[src/rtl/fft_pkg.sv]
// ---------------------------------------------------------------------------
// fft_pkg
//   Shared constants and types for the FFT result-streaming logic.
//   - FFT_AWL_DEFAULT / FFT_DWL_DEFAULT : default address / component widths
//   - reader_state_e                    : reader FSM encoding (idle/read/drain)
//   - fft_eff_occ()                     : buffer slots committed for next cycle
// ---------------------------------------------------------------------------
package fft_pkg;

    localparam int unsigned FFT_AWL_DEFAULT = 5;
    localparam int unsigned FFT_DWL_DEFAULT = 16;

    // Depth of the output buffer; the read throttle is derived from this.
    localparam int unsigned FFT_OUT_BUF_DEPTH = 2;

    typedef enum logic [1:0] {
        StIdle  = 2'd0,
        StRead  = 2'd1,
        StDrain = 2'd2
    } reader_state_e;

    // Slots that will be occupied at the start of next cycle if no new read
    // is issued now: current entries, minus the one leaving this cycle, plus
    // the read whose data lands in the buffer at the coming edge.
    function automatic logic [2:0] fft_eff_occ(
        input logic [1:0] count,
        input logic       pop,
        input logic       inflight
    );
        return {1'b0, count} - {2'b0, pop} + {2'b0, inflight};
    endfunction

endpackage

[src/rtl/fft_out_skid_buf.sv]
// ---------------------------------------------------------------------------
// fft_out_skid_buf
//   Two-entry FIFO holding result samples plus their "last" tag between the
//   result-memory read port and the output stream.
//
//   Ports
//     CLK, RST          clock, synchronous active-high reset
//     push/data_in/     write one sample and its last tag
//       last_in
//     pop               remove the head entry (ignored when empty)
//     valid/data_out/   head entry; held stable until popped
//       last_out
//     count             current number of entries (0..2)
//
//   A push while full is dropped unless a pop happens in the same cycle; the
//   upstream throttle keeps that from ever occurring.
// ---------------------------------------------------------------------------
module fft_out_skid_buf
    import fft_pkg::*;
#(
    parameter int unsigned DWL = FFT_DWL_DEFAULT
) (
    input  logic               CLK,
    input  logic               RST,
    input  logic               push,
    input  logic [2*DWL-1:0]   data_in,
    input  logic               last_in,
    input  logic               pop,
    output logic               valid,
    output logic [2*DWL-1:0]   data_out,
    output logic               last_out,
    output logic [1:0]         count
);

    logic [2*DWL-1:0] r_data [2];
    logic [1:0]       r_last;
    logic             r_wr_ptr;
    logic             r_rd_ptr;
    logic [1:0]       r_count;

    logic             w_do_pop;
    logic             w_do_push;

    assign w_do_pop  = pop && (r_count != 2'd0);
    // When full, a simultaneous pop frees the slot the write pointer targets.
    assign w_do_push = push && ((r_count != 2'd2) || w_do_pop);

    always_ff @(posedge CLK) begin
        if (RST) begin
            r_data[0] <= '0;
            r_data[1] <= '0;
            r_last    <= '0;
            r_wr_ptr  <= 1'b0;
            r_rd_ptr  <= 1'b0;
            r_count   <= 2'd0;
        end else begin
            if (w_do_push) begin
                r_data[r_wr_ptr] <= data_in;
                r_last[r_wr_ptr] <= last_in;
                r_wr_ptr         <= ~r_wr_ptr;
            end
            if (w_do_pop) begin
                r_rd_ptr <= ~r_rd_ptr;
            end
            if (w_do_push && !w_do_pop) begin
                r_count <= r_count + 2'd1;
            end else if (w_do_pop && !w_do_push) begin
                r_count <= r_count - 2'd1;
            end
        end
    end

    assign valid    = (r_count != 2'd0);
    assign data_out = r_data[r_rd_ptr];
    assign last_out = r_last[r_rd_ptr];
    assign count    = r_count;

endmodule

[src/rtl/fft_output_reader.sv]
// ---------------------------------------------------------------------------
// fft_output_reader
//   Streams a completed N = 2^AWL point transform out of the result memory as
//   a valid/ready stream of {re, im} samples, tagging the final sample.
//
//   Ports
//     CLK, RST          clock, synchronous active-high reset
//     START             one-cycle request; ignored unless idle
//     BUSY              high from the cycle after START until DONE
//     DONE              one-cycle pulse after the final output handshake
//     RD_EN/RD_ADDR     result-memory read strobe / address (0 when idle)
//     RD_DATA           read data, valid one cycle after RD_EN
//     OUT_VALID/        output stream; OUT_DATA and OUT_LAST hold while
//       OUT_READY/        OUT_VALID is high and OUT_READY is low
//       OUT_DATA/OUT_LAST
//
//   Configuration
//     FFT_OUT_BITREV_EN defined   : RD_ADDR is the bit-reversed read counter,
//                                   yielding natural order from an in-place
//                                   iterative FFT memory.
//     FFT_OUT_BITREV_EN undefined : RD_ADDR equals the read counter.
//
//   All outputs are forced to 0 while RST is high.
// ---------------------------------------------------------------------------
module fft_output_reader
    import fft_pkg::*;
#(
    parameter int unsigned AWL = FFT_AWL_DEFAULT,
    parameter int unsigned DWL = FFT_DWL_DEFAULT
) (
    input  logic               CLK,
    input  logic               RST,
    input  logic               START,
    output logic               BUSY,
    output logic               DONE,
    output logic               RD_EN,
    output logic [AWL-1:0]     RD_ADDR,
    input  logic [2*DWL-1:0]   RD_DATA,
    output logic               OUT_VALID,
    input  logic               OUT_READY,
    output logic [2*DWL-1:0]   OUT_DATA,
    output logic               OUT_LAST
);

    localparam logic [AWL-1:0] LAST_CNT = '1;

    reader_state_e    r_state;
    reader_state_e    w_state_next;
    logic [AWL-1:0]   r_cnt;
    logic [AWL-1:0]   w_cnt_next;
    logic             r_inflight;
    logic             r_inflight_last;
    logic             r_done;

    logic             w_issue;
    logic             w_final_hs;
    logic             w_pop;
    logic [2:0]       w_occ;
    logic [AWL-1:0]   w_addr_map;

    logic             w_fifo_valid;
    logic [2*DWL-1:0] w_fifo_data;
    logic             w_fifo_last;
    logic [1:0]       w_fifo_count;

    // ------------------------------------------------------------------
    // Address mapping
    // ------------------------------------------------------------------
`ifdef FFT_OUT_BITREV_EN
    for (genvar gi = 0; gi < AWL; gi++) begin : g_bitrev
        assign w_addr_map[gi] = r_cnt[AWL-1-gi];
    end
`else
    assign w_addr_map = r_cnt;
`endif

    // ------------------------------------------------------------------
    // Output buffer
    // ------------------------------------------------------------------
    assign w_pop = w_fifo_valid && OUT_READY && !RST;

    // Read data returns one cycle after RD_EN, so the in-flight flag doubles
    // as the buffer push strobe and RD_DATA is written directly.
    fft_out_skid_buf #(
        .DWL (DWL)
    ) u_skid_buf (
        .CLK      (CLK),
        .RST      (RST),
        .push     (r_inflight),
        .data_in  (RD_DATA),
        .last_in  (r_inflight_last),
        .pop      (w_pop),
        .valid    (w_fifo_valid),
        .data_out (w_fifo_data),
        .last_out (w_fifo_last),
        .count    (w_fifo_count)
    );

    // Counting this cycle's pop lets a read issue into a slot being freed
    // now, which keeps the stream gap-free while OUT_READY stays high.
    assign w_occ = fft_eff_occ(w_fifo_count, w_pop, r_inflight);

    // ------------------------------------------------------------------
    // Reader FSM
    // ------------------------------------------------------------------
    always_comb begin
        w_state_next = r_state;
        w_cnt_next   = r_cnt;
        w_issue      = 1'b0;
        w_final_hs   = 1'b0;
        unique case (r_state)
            StIdle: begin
                if (START) begin
                    w_state_next = StRead;
                    w_cnt_next   = '0;
                end
            end
            StRead: begin
                if (w_occ < 3'(FFT_OUT_BUF_DEPTH)) begin
                    w_issue = 1'b1;
                    // Counter parks at N-1 rather than wrapping.
                    if (r_cnt == LAST_CNT) begin
                        w_state_next = StDrain;
                    end else begin
                        w_cnt_next = r_cnt + AWL'(1);
                    end
                end
            end
            StDrain: begin
                // The last-tagged sample is only ever pushed after leaving
                // StRead, so its handshake can only be seen here.
                if (w_pop && w_fifo_last) begin
                    w_state_next = StIdle;
                    w_final_hs   = 1'b1;
                end
            end
            default: begin
                w_state_next = StIdle;
            end
        endcase
    end

    always_ff @(posedge CLK) begin
        if (RST) begin
            r_state         <= StIdle;
            r_cnt           <= '0;
            r_inflight      <= 1'b0;
            r_inflight_last <= 1'b0;
            r_done          <= 1'b0;
        end else begin
            r_state         <= w_state_next;
            r_cnt           <= w_cnt_next;
            r_inflight      <= w_issue;
            r_inflight_last <= w_issue && (r_cnt == LAST_CNT);
            r_done          <= w_final_hs;
        end
    end

    // ------------------------------------------------------------------
    // Outputs
    // ------------------------------------------------------------------
    assign BUSY      = (r_state != StIdle) && !RST;
    assign DONE      = r_done && !RST;
    assign RD_EN     = w_issue && !RST;
    assign RD_ADDR   = RD_EN ? w_addr_map : '0;
    assign OUT_VALID = w_fifo_valid && !RST;
    assign OUT_DATA  = OUT_VALID ? w_fifo_data : '0;
    assign OUT_LAST  = OUT_VALID && w_fifo_last;

endmodule

[config.mk]
export PLATFORM = sky130hd
export DESIGN_NAME = fft_output_reader
export DESIGN_NICKNAME = d
export VERILOG_FILES = /design/src/rtl/fft_pkg.sv /design/src/rtl/fft_out_skid_buf.sv /design/src/rtl/fft_output_reader.sv
export SDC_FILE = /design/constraint.sdc
export NUM_CORES = 1
export LEC_CHECK = 0
export CAP_MARGIN = 5
export CELL_PAD_IN_SITES_DETAIL_PLACEMENT = 0
export CELL_PAD_IN_SITES_GLOBAL_PLACEMENT = 1
export CORE_ASPECT_RATIO = 0.8
export CORE_MARGIN = 8
export CORE_UTILIZATION = 30
export DETAILED_ROUTE_END_ITERATION = 8
export PLACE_DENSITY = 0.62
export RECOVER_POWER = 100
export REMOVE_ABC_BUFFERS = 1
export SKIP_LAST_GASP = 1
export SYNTH_ARGS = -nofsm -noshare
export SYNTH_HDL_FRONTEND = slang
export SYNTH_SLANG_ARGS = --single-unit
[constraint.sdc]
create_clock -name CLK -period 3.5 [get_ports CLK]
set_input_delay 0.35 -clock CLK [delete_from_list [all_inputs] [get_ports CLK]]
set_output_delay 0.35 -clock CLK [all_outputs]
set_load 0.01 [all_outputs]
==> run_results.csv <==
group,metric,value,unit
run_status,status,"complete, but fails checks",
run_status,violations,"max-capacitance violations, max-slew violations",
placed_design,io_buffers,77,
worst_setup_path,setup.worst_path.class,"in2out",
synth,synth_area_leaders,"edfxtp_1 (51%), and2_1 (12%), dfxtp_1 (9.1%), mux2i_1 (9.1%), nor2_1 (4.3%)",
final_layout,fin_cells,544,
power,p_leak,0.00187,uW
worst_setup_path,reg2reg_from,"u_skid_buf.count[0]$_SDFFE_PP0P_",
power,power,2870,uW
sta,relSlewSlack,-0.00204,
placed_design,placed_area,4740,sq um
clock_tree,cts_buffer_depth,2,
clock_tree,cts-root-buf,"clkbuf_16",
synth,ys.flop_type,"edfxtp_1",
floorplanning,initial_core_util,0.307,
sta,rsz0062_at_grt,"no",
global_routing,grt_usage,0.105,
route,wl_met3,492,microns
synth,ys_async_sr_fraction,0,
global_routing,grt_pass1_vias,2441,
sta,drv_slew,12,
min_path,hold_path_class,"reg2reg",
final_layout,regArea,2260,sq um
route,highest_layer,"met4",
worst_setup_path,setup.worst_path.end,"RD_EN",
final_layout,area.growth.synth_to_final,34.1,%
synth,synth_edf_count,64,
placed_design,gp_congestion,0.716,
worst_setup_path,arrival,2.91,ns
worst_setup_path,required,3.15,ns
route,dr.first_iter.drc_count,137,
route,drt_pre_antenna_iters,4,
synth,synthCells,306,
clock_tree,htreeDepth,3,
route,drc,0,
worst_setup_path,critPathLaunchType,"primary input",
sta,worstMarginPinSlew,1.50,ns
worst_setup_path,critPathLaunch,"OUT_READY",
placed_design,post-place-cells,528,
floorplanning,fp-row-count,36,
final_layout,final_common_cell,"edfxtp_1",
sta,finClkSkew,0.00728,ns
clock_tree,cts_tree,"done",
worst_setup_path,rr_worst_depth,4,
final_layout,fin_nets,428,
final_layout,n_antenna_cell,0,
floorplanning,die_area,16300,sq um
route,met2_length,3890,microns
global_routing,antenna_found_initial,0,
worst_setup_path,crit_path_end_kind,"output port",
synth,syn_avg_cell_area,12.2,sq um
floorplanning,die_w,141,microns
route,ant_nets,0,
flow_run,cap_violations,1,
power,power_per_cell_area,575,nW/um^2
sta,clock.fmax,307,MHz
clock_tree,postCtsHoldBufs,0,
final_layout,layout_common_cells,"edfxtp_1 (64), nor2_1 (43), and2_1 (38)",
synth,ys_seq_area_frac,0.606,
sta,setup_viol,0,
global_routing,overflow,0,
clock_tree,clock_latency,0.34,ns
floorplanning,fp.coreArea,12200,sq um
clock_tree,cts_inserted_buffers,9,
global_routing,grt_pass1_wl,12900,microns
power,ir_drop,251,uV
route,wl_per_cell,15.0,microns
sta,min_period,3.26,ns
floorplanning,die_h,116,microns
clock_tree,clkTransAtPathRegs,0.06,ns
sta,fin_crit_sh,0.932,
placed_design,dp_hpwl,5460,microns
worst_setup_path,r2r-end,"u_skid_buf.r_data[0][29]$_SDFFCE_PN0P_",
floorplanning,ios,78,
global_routing,grt_max_degree,35,
synth,yosysWarnings,0,
sta,final_hold_viol_count,0,
final_layout,design_area,5000,sq um
route,num_vias,2410,
synth,synthesis.area,3730,sq um
synth,ys_seq_elements,81,
route,wl,8150,microns
final_layout,multi_input_area,1400,sq um
final_layout,n_fill_cell,1174,
synth,synth.distinct_cells,38,
route,via_per_inst,4.43,
synth,synth_top_area_cell,"edfxtp_1",
clock_tree,clock-sinks,81,
synth,yosys.area.top_type_share,0.515,
worst_setup_path,crit_fanout,7,
worst_setup_path,regToRegSetupSlack,0.58,ns
final_layout,drive_gt1_frac,0.0714,
min_path,hp-start,"u_skid_buf.r_last[0]$_SDFFE_PP0P_",
route,m1WireLength,3650,microns
-- registers in the layout, summed over array words and instances, names as in the netlist, named ones only --
name                 cells
r_inflight               1
r_state                  2
u_skid_buf.r_data       64
u_skid_buf.r_wr_ptr      1
u_skid_buf.r_rd_ptr      1
r_cnt                    5
u_skid_buf.r_last        2
r_done                   1
u_skid_buf.count         2
r_inflight_last          1
-- cell families (layout without fill, tap and decap cells) --
logic type	after synthesis	in the layout	share of synthesized area
mux	35	35	0.0942
fa+ha+maj	5	5	0.0188
buf+inv	24	110	0.0255
flops	81	81	0.606
compound gates	18	18	0.0332
simple gates	138	138	0.209
xor+xnor	5	5	0.0137
-- per-stage QoR --
step,setup slack [ns],TNS [ns],hold WS (ns),utilization
global route,0.0660,0,0.522,0.411
global placement,0.0472,0,0.464,0.389
CTS,0.00580,0,0.484,0.413
detailed placement,-0.0212,-0.0990,0.476,0.389
floorplan,0.844,0,0.419,-
finish,0.238,0,0.482,0.411
-- critical path: stages --
cell and delay, ns:
clkdlybuf4s50_1 0.49, nor2b_1 0.16, o21ai_1 0.10, inv_1 0.10, ha_1 0.22, nand2b_1 0.16, fa_2 0.54, and4_4 0.26
clkdlybuf4s50_1 0.54
-- layout make-up --
cell class / instances / area share
tap: 152 / 0.0380
clock inverter: 5 / 0.0113
timing repair buffer: 88 / 0.168
clock buffer: 11 / 0.0465
inverter: 6 / 0.00450
sequential: 81 / 0.452
multi-input combinational: 201 / 0.280
-- routing by layer --
layer,vias to the layer above,global-route usage
met5,-,0
met4,0,0.0386
met3,8,0.0424
met2,56,0.168
met1,1119,0.124
li1,1227,-
-- synthesized netlist by cell type (all sizes together), types with 3 or more instances --
master  instances
ha              4
nor2           43
and2           69
clkbuf         14
edfxtp         64
a21oi           3
inv             6
buf             4
mux2i          34
dfxtp          17
o21ai           5
o21bai          3
nor2b           3
xor2            3
nand2b          4
-- how the worst min path moves through the flow --
stage / to / cells after the start
after detailed placement: u_skid_buf.r_last[0]$_SDFFE_PP0P_ / 2
after CTS: u_skid_buf.r_last[0]$_SDFFE_PP0P_ / 2
after floorplan: u_skid_buf.count[1]$_SDFFE_PP0P_ / 1
after global routing: u_skid_buf.r_last[0]$_SDFFE_PP0P_ / 2
final: u_skid_buf.r_last[0]$_SDFFE_PP0P_ / 2
after global placement: u_skid_buf.r_last[0]$_SDFFE_PP0P_ / 2
-- where the power goes --
part           switching (uW)  internal, uW  total [uW]
combinational             363           332         696
sequential               84.5          1190        1270
clock                     357           551         908
-- repair_timing --
item                                    4_1_cts  5_1_grt
resized for setup                             1        9
pin swaps                                     0        1
setup buffers                                 0        0
endpoints found under the setup margin        5        6
No activity file was read; power rests on OpenSTA's default activity.
